==> src/rtl/operand_fetch_pkg.sv <==
// Shared types for the operand-fetch stage: register index, forwarding source
// selector and the valid/index match rule used by every bypass comparison.
package operand_fetch_pkg;

    localparam int unsigned XLEN_DEF   = 64;
    localparam int unsigned CTRL_W_DEF = 16;
    localparam int unsigned REG_IDX_W  = 5;

    typedef logic [REG_IDX_W-1:0] reg_idx_t;

    typedef enum logic [1:0] {
        FWD_RF  = 2'd0,
        FWD_WB  = 2'd1,
        FWD_MEM = 2'd2,
        FWD_EX  = 2'd3
    } fwd_sel_e;

    // x0 never matches: it is hardwired to zero regardless of any producer.
    function automatic logic fwd_match(input logic valid, input reg_idx_t rd, input reg_idx_t src);
        return valid && (rd == src) && (src != '0);
    endfunction

endpackage

==> src/rtl/operand_fetch_if.sv <==
// Decode-side and execute-side handshake bundles of the operand-fetch stage.
// master = surrounding pipeline, slave = operand_fetch.
interface operand_fetch_if
    import operand_fetch_pkg::*;
#(
    parameter int unsigned XLEN   = XLEN_DEF,
    parameter int unsigned CTRL_W = CTRL_W_DEF
);

    logic              in_valid;
    logic              in_ready;
    logic [XLEN-1:0]   in_pc;
    reg_idx_t          in_rs1;
    reg_idx_t          in_rs2;
    reg_idx_t          in_rd;
    logic              in_uses_rs1;
    logic              in_uses_rs2;
    logic [XLEN-1:0]   in_imm;
    logic [CTRL_W-1:0] in_ctrl;

    logic              out_valid;
    logic              out_ready;
    logic [XLEN-1:0]   out_pc;
    logic [XLEN-1:0]   out_imm;
    logic [XLEN-1:0]   out_rs1_val;
    logic [XLEN-1:0]   out_rs2_val;
    reg_idx_t          out_rd;
    logic [CTRL_W-1:0] out_ctrl;
    fwd_sel_e          out_rs1_fwd;
    fwd_sel_e          out_rs2_fwd;

    modport master (
        output in_valid, in_pc, in_rs1, in_rs2, in_rd, in_uses_rs1, in_uses_rs2, in_imm, in_ctrl,
        output out_ready,
        input  in_ready,
        input  out_valid, out_pc, out_imm, out_rs1_val, out_rs2_val, out_rd, out_ctrl,
        input  out_rs1_fwd, out_rs2_fwd
    );

    modport slave (
        input  in_valid, in_pc, in_rs1, in_rs2, in_rd, in_uses_rs1, in_uses_rs2, in_imm, in_ctrl,
        input  out_ready,
        output in_ready,
        output out_valid, out_pc, out_imm, out_rs1_val, out_rs2_val, out_rd, out_ctrl,
        output out_rs1_fwd, out_rs2_fwd
    );

endinterface

==> src/rtl/operand_fetch_bypass.sv <==
// Per-operand forwarding mux: picks EX > MEM > WB > regfile, x0 always zero.
// Purely combinational; also reports which source won for debug.
module operand_fetch_bypass
    import operand_fetch_pkg::*;
#(
    parameter int unsigned XLEN = XLEN_DEF
) (
    input  reg_idx_t        src_i,
    input  logic [XLEN-1:0] rf_data_i,
    input  logic            ex_valid_i,
    input  logic            ex_is_load_i,
    input  reg_idx_t        ex_rd_i,
    input  logic [XLEN-1:0] ex_data_i,
    input  logic            mem_valid_i,
    input  reg_idx_t        mem_rd_i,
    input  logic [XLEN-1:0] mem_data_i,
    input  logic            wb_we_i,
    input  reg_idx_t        wb_rd_i,
    input  logic [XLEN-1:0] wb_data_i,
    output logic [XLEN-1:0] val_o,
    output fwd_sel_e        sel_o
);

    always_comb begin
        val_o = rf_data_i;
        sel_o = FWD_RF;
        if (src_i == '0) begin
            val_o = '0;
        end else if (fwd_match(ex_valid_i && !ex_is_load_i, ex_rd_i, src_i)) begin
            // A load in EX has no data yet; the hazard logic stalls instead.
            val_o = ex_data_i;
            sel_o = FWD_EX;
        end else if (fwd_match(mem_valid_i, mem_rd_i, src_i)) begin
            val_o = mem_data_i;
            sel_o = FWD_MEM;
        end else if (fwd_match(wb_we_i, wb_rd_i, src_i)) begin
            val_o = wb_data_i;
            sel_o = FWD_WB;
        end
    end

endmodule

==> src/rtl/operand_fetch.sv <==
// Decode->execute boundary: drives regfile reads, resolves operands with
// forwarding, stalls on load-use and registers the bundle behind valid/ready.
module operand_fetch
    import operand_fetch_pkg::*;
#(
    parameter int unsigned CTRL_W = CTRL_W_DEF,
    parameter int unsigned XLEN   = XLEN_DEF
) (
    input  logic            clk,
    input  logic            rst_n,
    input  logic            flush,
    operand_fetch_if.slave  io,
    output reg_idx_t        rf_rs1,
    output reg_idx_t        rf_rs2,
    input  logic [XLEN-1:0] rf_rs1_data,
    input  logic [XLEN-1:0] rf_rs2_data,
    input  logic            ex_valid,
    input  logic            ex_is_load,
    input  reg_idx_t        ex_rd,
    input  logic [XLEN-1:0] ex_data,
    input  logic            mem_valid,
    input  reg_idx_t        mem_rd,
    input  logic [XLEN-1:0] mem_data,
    input  logic            wb_we,
    input  reg_idx_t        wb_rd,
    input  logic [XLEN-1:0] wb_data,
    output logic [31:0]     stall_cnt
);

    logic [XLEN-1:0]   rs1_val, rs2_val;
    fwd_sel_e          rs1_sel, rs2_sel;
    logic              hazard, adv, in_ready, fire;

    logic              out_valid_q, out_valid_d;
    logic [XLEN-1:0]   pc_q, pc_d, imm_q, imm_d;
    logic [XLEN-1:0]   rs1_q, rs1_d, rs2_q, rs2_d;
    reg_idx_t          rd_q, rd_d;
    logic [CTRL_W-1:0] ctrl_q, ctrl_d;
    fwd_sel_e          rs1_sel_q, rs1_sel_d, rs2_sel_q, rs2_sel_d;
    logic [31:0]       stall_cnt_q, stall_cnt_d;

    assign rf_rs1 = io.in_rs1;
    assign rf_rs2 = io.in_rs2;

    operand_fetch_bypass #(.XLEN(XLEN)) u_byp_rs1 (
        .src_i(io.in_rs1), .rf_data_i(rf_rs1_data),
        .ex_valid_i(ex_valid), .ex_is_load_i(ex_is_load), .ex_rd_i(ex_rd), .ex_data_i(ex_data),
        .mem_valid_i(mem_valid), .mem_rd_i(mem_rd), .mem_data_i(mem_data),
        .wb_we_i(wb_we), .wb_rd_i(wb_rd), .wb_data_i(wb_data),
        .val_o(rs1_val), .sel_o(rs1_sel)
    );

    operand_fetch_bypass #(.XLEN(XLEN)) u_byp_rs2 (
        .src_i(io.in_rs2), .rf_data_i(rf_rs2_data),
        .ex_valid_i(ex_valid), .ex_is_load_i(ex_is_load), .ex_rd_i(ex_rd), .ex_data_i(ex_data),
        .mem_valid_i(mem_valid), .mem_rd_i(mem_rd), .mem_data_i(mem_data),
        .wb_we_i(wb_we), .wb_rd_i(wb_rd), .wb_data_i(wb_data),
        .val_o(rs2_val), .sel_o(rs2_sel)
    );

    always_comb begin
        hazard   = io.in_valid && ex_valid && ex_is_load &&
                   ((io.in_uses_rs1 && fwd_match(1'b1, ex_rd, io.in_rs1)) ||
                    (io.in_uses_rs2 && fwd_match(1'b1, ex_rd, io.in_rs2)));
        adv      = !out_valid_q || io.out_ready;
        in_ready = rst_n && adv && !hazard && !flush;
        fire     = io.in_valid && in_ready;
    end

    always_comb begin
        out_valid_d = out_valid_q;
        pc_d        = pc_q;
        imm_d       = imm_q;
        rs1_d       = rs1_q;
        rs2_d       = rs2_q;
        rd_d        = rd_q;
        ctrl_d      = ctrl_q;
        rs1_sel_d   = rs1_sel_q;
        rs2_sel_d   = rs2_sel_q;
        stall_cnt_d = stall_cnt_q;

        if (flush) begin
            out_valid_d = 1'b0;
        end else if (fire) begin
            out_valid_d = 1'b1;
            pc_d        = io.in_pc;
            imm_d       = io.in_imm;
            rs1_d       = rs1_val;
            rs2_d       = rs2_val;
            rd_d        = io.in_rd;
            ctrl_d      = io.in_ctrl;
            rs1_sel_d   = rs1_sel;
            rs2_sel_d   = rs2_sel;
        end else if (adv) begin
            out_valid_d = 1'b0;
        end

        // Only stalls that actually block a loadable output register are counted.
        if (hazard && adv && !flush && stall_cnt_q != '1) begin
            stall_cnt_d = stall_cnt_q + 32'd1;
        end
    end

    always_ff @(posedge clk or negedge rst_n) begin
        if (!rst_n) begin
            out_valid_q <= 1'b0;
            pc_q        <= '0;
            imm_q       <= '0;
            rs1_q       <= '0;
            rs2_q       <= '0;
            rd_q        <= '0;
            ctrl_q      <= '0;
            rs1_sel_q   <= FWD_RF;
            rs2_sel_q   <= FWD_RF;
            stall_cnt_q <= '0;
        end else begin
            out_valid_q <= out_valid_d;
            pc_q        <= pc_d;
            imm_q       <= imm_d;
            rs1_q       <= rs1_d;
            rs2_q       <= rs2_d;
            rd_q        <= rd_d;
            ctrl_q      <= ctrl_d;
            rs1_sel_q   <= rs1_sel_d;
            rs2_sel_q   <= rs2_sel_d;
            stall_cnt_q <= stall_cnt_d;
        end
    end

    assign io.in_ready    = in_ready;
    assign io.out_valid   = out_valid_q;
    assign io.out_pc      = pc_q;
    assign io.out_imm     = imm_q;
    assign io.out_rs1_val = rs1_q;
    assign io.out_rs2_val = rs2_q;
    assign io.out_rd      = rd_q;
    assign io.out_ctrl    = ctrl_q;
    assign io.out_rs1_fwd = rs1_sel_q;
    assign io.out_rs2_fwd = rs2_sel_q;
    assign stall_cnt      = stall_cnt_q;

endmodule
==> src/flat_wrapper.sv <==
// flat-port wrapper written by rule: the top's interface ports become plain ports
module operand_fetch_flat import operand_fetch_pkg::*;
#(
    parameter int unsigned CTRL_W = CTRL_W_DEF,
    parameter int unsigned XLEN   = XLEN_DEF
)
  (clk, rst_n, flush, rf_rs1, rf_rs2, rf_rs1_data, rf_rs2_data, ex_valid, ex_is_load, ex_rd, ex_data, mem_valid, mem_rd, mem_data, wb_we, wb_rd, wb_data, stall_cnt, io_in_valid, io_in_pc, io_in_rs1, io_in_rs2, io_in_rd, io_in_uses_rs1, io_in_uses_rs2, io_in_imm, io_in_ctrl, io_out_ready, io_in_ready, io_out_valid, io_out_pc, io_out_imm, io_out_rs1_val, io_out_rs2_val, io_out_rd, io_out_ctrl, io_out_rs1_fwd, io_out_rs2_fwd);
  operand_fetch_if #(.XLEN(XLEN), .CTRL_W(CTRL_W)) io_i ();
  input  logic clk;
  input  logic rst_n;
  input  logic flush;
  output reg_idx_t rf_rs1;
  output reg_idx_t rf_rs2;
  input  logic [XLEN-1:0] rf_rs1_data;
  input  logic [XLEN-1:0] rf_rs2_data;
  input  logic ex_valid;
  input  logic ex_is_load;
  input  reg_idx_t ex_rd;
  input  logic [XLEN-1:0] ex_data;
  input  logic mem_valid;
  input  reg_idx_t mem_rd;
  input  logic [XLEN-1:0] mem_data;
  input  logic wb_we;
  input  reg_idx_t wb_rd;
  input  logic [XLEN-1:0] wb_data;
  output logic [31:0] stall_cnt;
  input wire logic [$bits(io_i.in_valid)-1:0] io_in_valid;
  input wire logic [$bits(io_i.in_pc)-1:0] io_in_pc;
  input wire logic [$bits(io_i.in_rs1)-1:0] io_in_rs1;
  input wire logic [$bits(io_i.in_rs2)-1:0] io_in_rs2;
  input wire logic [$bits(io_i.in_rd)-1:0] io_in_rd;
  input wire logic [$bits(io_i.in_uses_rs1)-1:0] io_in_uses_rs1;
  input wire logic [$bits(io_i.in_uses_rs2)-1:0] io_in_uses_rs2;
  input wire logic [$bits(io_i.in_imm)-1:0] io_in_imm;
  input wire logic [$bits(io_i.in_ctrl)-1:0] io_in_ctrl;
  input wire logic [$bits(io_i.out_ready)-1:0] io_out_ready;
  output wire logic [$bits(io_i.in_ready)-1:0] io_in_ready;
  output wire logic [$bits(io_i.out_valid)-1:0] io_out_valid;
  output wire logic [$bits(io_i.out_pc)-1:0] io_out_pc;
  output wire logic [$bits(io_i.out_imm)-1:0] io_out_imm;
  output wire logic [$bits(io_i.out_rs1_val)-1:0] io_out_rs1_val;
  output wire logic [$bits(io_i.out_rs2_val)-1:0] io_out_rs2_val;
  output wire logic [$bits(io_i.out_rd)-1:0] io_out_rd;
  output wire logic [$bits(io_i.out_ctrl)-1:0] io_out_ctrl;
  output wire logic [$bits(io_i.out_rs1_fwd)-1:0] io_out_rs1_fwd;
  output wire logic [$bits(io_i.out_rs2_fwd)-1:0] io_out_rs2_fwd;
  assign io_i.in_valid = io_in_valid;
  assign io_i.in_pc = io_in_pc;
  assign io_i.in_rs1 = io_in_rs1;
  assign io_i.in_rs2 = io_in_rs2;
  assign io_i.in_rd = io_in_rd;
  assign io_i.in_uses_rs1 = io_in_uses_rs1;
  assign io_i.in_uses_rs2 = io_in_uses_rs2;
  assign io_i.in_imm = io_in_imm;
  assign io_i.in_ctrl = io_in_ctrl;
  assign io_i.out_ready = io_out_ready;
  assign io_in_ready = io_i.in_ready;
  assign io_out_valid = io_i.out_valid;
  assign io_out_pc = io_i.out_pc;
  assign io_out_imm = io_i.out_imm;
  assign io_out_rs1_val = io_i.out_rs1_val;
  assign io_out_rs2_val = io_i.out_rs2_val;
  assign io_out_rd = io_i.out_rd;
  assign io_out_ctrl = io_i.out_ctrl;
  assign io_out_rs1_fwd = io_i.out_rs1_fwd;
  assign io_out_rs2_fwd = io_i.out_rs2_fwd;
  operand_fetch #(.CTRL_W(CTRL_W), .XLEN(XLEN)) u_core (.clk(clk), .rst_n(rst_n), .flush(flush), .io(io_i), .rf_rs1(rf_rs1), .rf_rs2(rf_rs2), .rf_rs1_data(rf_rs1_data), .rf_rs2_data(rf_rs2_data), .ex_valid(ex_valid), .ex_is_load(ex_is_load), .ex_rd(ex_rd), .ex_data(ex_data), .mem_valid(mem_valid), .mem_rd(mem_rd), .mem_data(mem_data), .wb_we(wb_we), .wb_rd(wb_rd), .wb_data(wb_data), .stall_cnt(stall_cnt));
endmodule
==> config.mk <==
export PLATFORM = sky130hd
export DESIGN_NAME = operand_fetch_flat
export DESIGN_NICKNAME = d
export VERILOG_FILES = /design/src/rtl/operand_fetch_pkg.sv /design/src/rtl/operand_fetch_if.sv /design/src/rtl/operand_fetch_bypass.sv /design/src/rtl/operand_fetch.sv /design/src/flat_wrapper.sv
export SDC_FILE = /design/constraint.sdc
export NUM_CORES = 1
export LEC_CHECK = 0
export ABC_AREA = 0
export ABC_CLOCK_PERIOD_IN_PS = 2000
export CORE_AREA = 2 2 323 325
export CTS_CLUSTER_SIZE = 16
export DETAILED_ROUTE_END_ITERATION = 10
export DIE_AREA = 0 0 325 327
export PLACE_DENSITY_LB_ADDON = 0.2
export SLEW_MARGIN = 20
export SYNTH_ARGS = -nofsm -noshare
export SYNTH_HDL_FRONTEND = slang
export SYNTH_SLANG_ARGS = --single-unit
export TNS_END_PERCENT = 20
==> constraint.sdc <==
create_clock -name clk -period 2 [get_ports clk]
set_input_delay 0.4 -clock clk [delete_from_list [all_inputs] [get_ports clk]]
set_output_delay 0.4 -clock clk [all_outputs]
set_load 0.005 [all_outputs]
* Yosys cells after proc, flatten, opt, wreduce, memory -nomap -nowiden
Cells that the tools add are included.
Widths: inputs -> output; s select.
** Cells by class
- Bitwise operators :: 1
- Equal/unequal tests :: 7
- Add/sub/neg operators :: 1
- Reduce and logical (&&, ||, !) cells :: 39
- Mux-type cells :: 19
** Operators with widths (count)
- $mux 64 :: 8
- $add 32x1->32 const B :: 1
- $ne 32x32->1 const B :: 1
- $eq 5x5->1 :: 6
- $logic_and 1x1->1 :: 27
- $mux 2 :: 6
- $logic_not 5->1 :: 2
- $reduce_bool 5->1 :: 2
- $mux 1 :: 5
- $logic_not 1->1 :: 4
- $reduce_bool 3->1 :: 1
- $logic_or 1x1->1 :: 2
- $reduce_and 2->1 :: 1
- $not 1->1 :: 1
** Storage, ports and cells
- Output and inout port bits :: 325
- Register bits :: 314
- Word-level logic and storage cells :: 77

* Logic depth before layout (Yosys ltp)
- Word-level depth :: 11
- Gate-level depth with buffers :: 10
- Mapped depth without buffers :: 7

* By module
A second synthesis with hierarchy kept.
** Unflattened totals
- Cells, all modules :: 1426
- Area total of the unflattened synthesis :: 16945.0 um^2
** By module, submodules not included
- operand_fetch :: instances 1, area each 12448.2 um^2, cells an instance 776
- operand_fetch_bypass :: instances 2, area each 2248.4 um^2, cells an instance 325

* Worst setup path after synthesis
No wires, ideal clock.
- Kind :: input to register
- From :: in io_in_rs1[1]
- To :: reg u_core.imm_q[0] (netlist: u_core.io.out_imm[0])
- Required time :: 1.875 ns
- Arrival time :: 1.968 ns
- Path slack :: -0.093 ns
- Cell stages on the path :: 8
- Library setup time :: 0.125 ns
- Path buffers :: 3
- Cell sequence :: nor3_1 and2_4 nor3_2 or3b_1 buf_2 buf_6 buf_6 mux2_4
** Between the ends
- Cells in the longest elaborated chain, start to end :: 10
** Ends and longest elaborated chain
- start, declared :: RTL line flat_wrapper.sv:29 : input wire logic [$bits(io_i.in_rs1)-1:0] io_in_rs1;
- $eq 5x5->1 or $reduce_bool 5->1 (tied branches) :: RTL line operand_fetch_pkg.sv:20 : return valid && (rd == src) && (src != '0);
- $logic_and 1x1->1 * :: RTL line operand_fetch_pkg.sv:20
- $logic_and 1x1->1 * :: RTL line operand_fetch.sv:63 : ((io.in_uses_rs1 && fwd_match(1'b1, ex_rd, io.in_rs1)) ||
- $logic_or 1x1->1 * :: RTL line operand_fetch.sv:63
- $logic_and 1x1->1 * :: RTL line operand_fetch.sv:62 : hazard = io.in_valid && ex_valid && ex_is_load &&
- $logic_not 1->1 * :: RTL line operand_fetch.sv:66 : in_ready = rst_n && adv && !hazard && !flush;
- $logic_and 1x1->1 * (2 in series) :: RTL line operand_fetch.sv:66
- $logic_and 1x1->1 * :: RTL line operand_fetch.sv:67 : fire = io.in_valid && in_ready;
- $reduce_and 2->1 (no source line) *
- end signal, assigned :: RTL line operand_fetch.sv:119 : imm_q <= imm_d;
- end, declared :: RTL line operand_fetch.sv:35 : logic [XLEN-1:0] pc_q, pc_d, imm_q, imm_d;
Mark *: on every way between the ends. The rest lies on a longest branch, timed or not.
A chain may end at the register's enable or synchronous reset.

* Worst setup path after layout
- From :: in wb_rd[0]
- To :: reg u_core.rs1_q[5] (netlist: u_core.io.out_rs1_val[5])
** Between the ends
- Cells in the longest elaborated chain, start to end :: 7
** Ends and longest elaborated chain
- start, declared :: RTL line flat_wrapper.sv:24 : input reg_idx_t wb_rd;
- $eq 5x5->1 :: RTL line operand_fetch_pkg.sv:20
- $logic_and 1x1->1 (2 in series) :: RTL line operand_fetch_pkg.sv:20
- $mux 64 :: RTL line operand_fetch_bypass.sv:36 : end else if (fwd_match(wb_we_i, wb_rd_i, src_i)) begin
- $mux 64 :: RTL line operand_fetch_bypass.sv:33 : end else if (fwd_match(mem_valid_i, mem_rd_i, src_i)) begin
- $mux 64 :: RTL line operand_fetch_bypass.sv:29 : end else if (fwd_match(ex_valid_i && !ex_is_load_i, ex_rd_i, src_i)) begin
- $mux 64 :: RTL line operand_fetch_bypass.sv:27 : if (src_i == '0) begin
- end signal, assigned :: RTL line operand_fetch.sv:120 : rs1_q <= rs1_d;
- end, declared :: RTL line operand_fetch.sv:36 : logic [XLEN-1:0] rs1_q, rs1_d, rs2_q, rs2_d;
No other way between the ends.

==> out/summary.txt <==
CTS Buf Count - 43
Slowest cell on crit path - clkdlybuf4s50_1
Cell count after synthesis - 1,522
Max-slew violations - 0
Clk pwr share - 34.3%
Area leader, netlist - dfrtp_1
Number of global-route vias before repair - 18,500
Critical path class - in2reg
Psw - 6.83 mW
Hold Crit Class - in2async
Worst-Skew Late Latency - 0.62 ns
Ys Warns - 0
Worst-Margin Slew - 0.820 ns
Yosys reg bits - 314
CP Buf/Inv Count - 3
Total grt overflow - 0
# DRC - 0
FP Rows - 118
Fmax - 447 MHz
I/O pin count - 830
Routed vias/inst - 4.47
Synth Flop Type - dfrtp_1
Top cells by area, synth - dfrtp_1, mux2_4, a22oi_1, a221oi_2, o21ai_0
Static leakage - 13.0 nW
WP data arrival - 2.70 ns
Crit Path Max Fanout - 20
Async SR Flop Fraction - 100%
Gpl congestion - 0.901
WL/cell - 26.0 µm
Critical Path Most Common Cell - buf_12
Port bufs - 829
Synthesis-to-finish area growth - 89.4%
Max Cap Violations - 0
Core footprint - 0.103 mm²
Crit path time final - 2.24 ns
Detailed placer's ending HPWL - 74,700 µm
Post-synth cell types - 41
Most frequent cells after synthesis - dfrtp_1, nor2_1, o21ai_0
Mean Syn Cell Area - 10.8 µm²
Antenna Nets Post-Route - 0
Die height - 327 µm
Worst-path clk slew - 0.06 ns
Final non-filler cell total - 3,935
Failing checks - negative setup slack
RSZ-0062 raised after global routing - true
Final setup violation count - 253
DRT iter0 DRCs - 1,104
Register area share after synthesis - 47.6%
Initial antenna violation count - 24
EDFF count, synth - 0
Outcome - finished with violations
1st-pass router iterations - 5
CP Launch Type - input port
Share of cells above drive strength 1 - 28.4%
Pwr/cell area - 753 mW/mm²
CTS tree - yes
Post-Place Cells - 3,791
Syn_nets - 2,028
Synth top area share - 47.6%
Slowest stage delay, CP - 0.63 ns
Die width - 325 µm
Final WL - 102,000 µm
Total track usage - 18.2%
Post-synthesis cell area - 0.0165 mm²
WP data required - 2.46 ns
Clk sinks - 314
DIE AREA - 0.106 mm²
# nets final - 3,017
First-pass GRT wire length - 142,000 µm
Clock root cell - clkbuf_16
Worst setup EP type - register
Final setup skew - 0.0373 ns
Vias - 17,600
Peak VDD IR - 0.000564 V
Period Utilization, post-route - 112%
Cell family with most CP delay - buffers and inverters
Critical path cell sequence - clkdlybuf4s50_1 > xnor2_1 > nand4_1 > nor2_4 > nand2_4 > buf_12 > buf_12 > a221oi_1 > o21ai_1
Pint - 16.7 mW
Max Root-Sink Buffers - 3
Fin. Hold Viols - 0
Largest net degree at the start of global routing - 116
Rel. slew slack - 45.3%
PnR worst setup slack - -0.238 ns
Sw Share - 29.0%
Gate power share - 30.4%
H-Tree Depth - 2
Layout fillers - 10,600
Setup TNS Final - -27.12 ns
Initial core utilization - 16.0%
Most common cell in the netlist - dfrtp_1
Sequential fraction of design power - 35.2%
==> path summary, 6_finish.rpt <==
path	startpoint	end	slack, ns	depth (start not counted)
max	wb_rd[0]	u_core.io.out_rs1_val[5]$_DFFE_PN0P_	-0.24	9
min	rst_n	u_core.stall_cnt[10]$_DFFE_PN0P_	0.04	3
max reg2reg	u_core.io.out_valid$_DFFE_PN0P_	u_core.io.out_imm[47]$_DFFE_PN0P_	-0.19	8
min reg2reg	u_core.io.out_rs1_fwd[1]$_DFFE_PN0P_	u_core.io.out_rs1_fwd[1]$_DFFE_PN0P_	0.49	2
max in group asynchronous	rst_n	u_core.io.out_rs2_val[59]$_DFFE_PN0P_	0.76	4
min in group clk	io_in_imm[36]	u_core.io.out_imm[36]$_DFFE_PN0P_	0.38	2
==> power groups by stage <==
stage	Sequential, mW	Combinational (mW)	Clock (mW)
floorplan	8.27	2.07	0
CTS	8.25	7.08	8.35
detailed placement	8.32	6.87	0
finish	8.29	7.16	8.08
global route	8.42	7.59	8.57
global placement	8.31	6.84	0
==> cell type report <==
class,instances,area [µm²],area share [%]
Antenna cell,13,32.5,0.104
Inverter,8,30.0,0.0961
Clock inverter,14,193,0.617
Tap cell,1380,1730,5.53
Multi-Input combinational cell,1056,8760,28.1
Sequential cell,314,7860,25.2
Clock buffer,62,1260,4.03
Timing Repair Buffer,1088,11400,36.4
==> kinds of logic (layout without fill, tap and decap cells) <==
kind of cell | count (synthesis) | after routing | synth area share [%]
flops | 314 | 314 | 47.6
buf+inv | 152 | 1172 | 4.92
xor+xnor | 61 | 61 | 3.24
other cells | 0 | 13 | 0
simple gates | 320 | 320 | 8.52
fa+ha+maj | 1 | 1 | 0.0759
compound gates | 523 | 523 | 23.0
mux | 151 | 151 | 12.6
==> flip-flops by register name (all words and copies together) (netlist names) <==
| register | flops |
|---|---|
| u_core.io.out_imm | 64 |
| u_core.io.out_pc | 64 |
| u_core.io.out_rs1_val | 64 |
| u_core.io.out_rd | 5 |
| u_core.stall_cnt | 32 |
| u_core.io.out_ctrl | 16 |
| u_core.io.out_rs2_val | 64 |
| u_core.io.out_rs1_fwd | 2 |
| u_core.io.out_rs2_fwd | 2 |
| u_core.io.out_valid | 1 |
==> layout by cell type, fill, tap and decap left out, types with 8 or more instances in the layout <==
cell	n
mux2_4	100
diode_2	13
a22oi_2	112
buf_4	166
a22oi_1	16
nand4_1	14
inv_1	8
clkdlybuf4s50_1	713
xor2_1	24
a221oi_2	60
nand2_1	85
buf_16	22
buf_12	41
nand3_1	11
dlygate4sd2_1	81
dlymetal6s2s_1	19
nor2_1	143
buf_8	10
xnor2_1	26
nor3_1	13
clkbuf_2	8
buf_6	15
dfrtp_1	312
a221oi_1	66
o21ai_0	132
clkbuf_16	50
mux2_2	48
o21ai_1	127
clkbuf_8	11
clkbuf_1	8
==> repair_timing <==
action                                  CTS  global route
resized for setup                       247           144
pin swaps                                61            59
gates cloned                             13             8
buffers inserted                         20            14
hold buffers                              0             0
endpoints found under the setup margin  393           324
==> per-stage QoR <==
step	utilization (%)	hold slack, ns	total power, mW	setup WS (ns)	instance area (µm²)
after floorplan	-	0.104	10.3	-0.0727	16600
after global placement	27.1	0.465	15.2	-1.07	27900
after detailed placement	27.1	0.484	15.2	-1.06	27900
after CTS	29.6	0.0510	23.7	-0.221	30500
after global routing	30.3	0.0895	24.6	-0.269	31200
final	30.4	0.0410	23.5	-0.238	31200
==> routing by layer <==
layer  vias up  track usage, %  part of all wire [%]
li1       7685               -                     -
met1      8914            21.6                    39
met2       800            32.2                    51
met3       165            4.77                   7.3
met4        14            5.62                   3.1
met5         -               0                 0.086
==> worst register-to-register path, stage by stage, from the launching register on <==
cell and delay [ns]:
dfrtp_1 0.38, nor2b_4 0.13, nor3_2 0.12, buf_4 0.14, or3b_4 0.45, buf_16 0.19
buf_16 0.18, clkbuf_16 0.18, mux2_4 0.29
No activity file was read; power rests on OpenSTA's default activity.
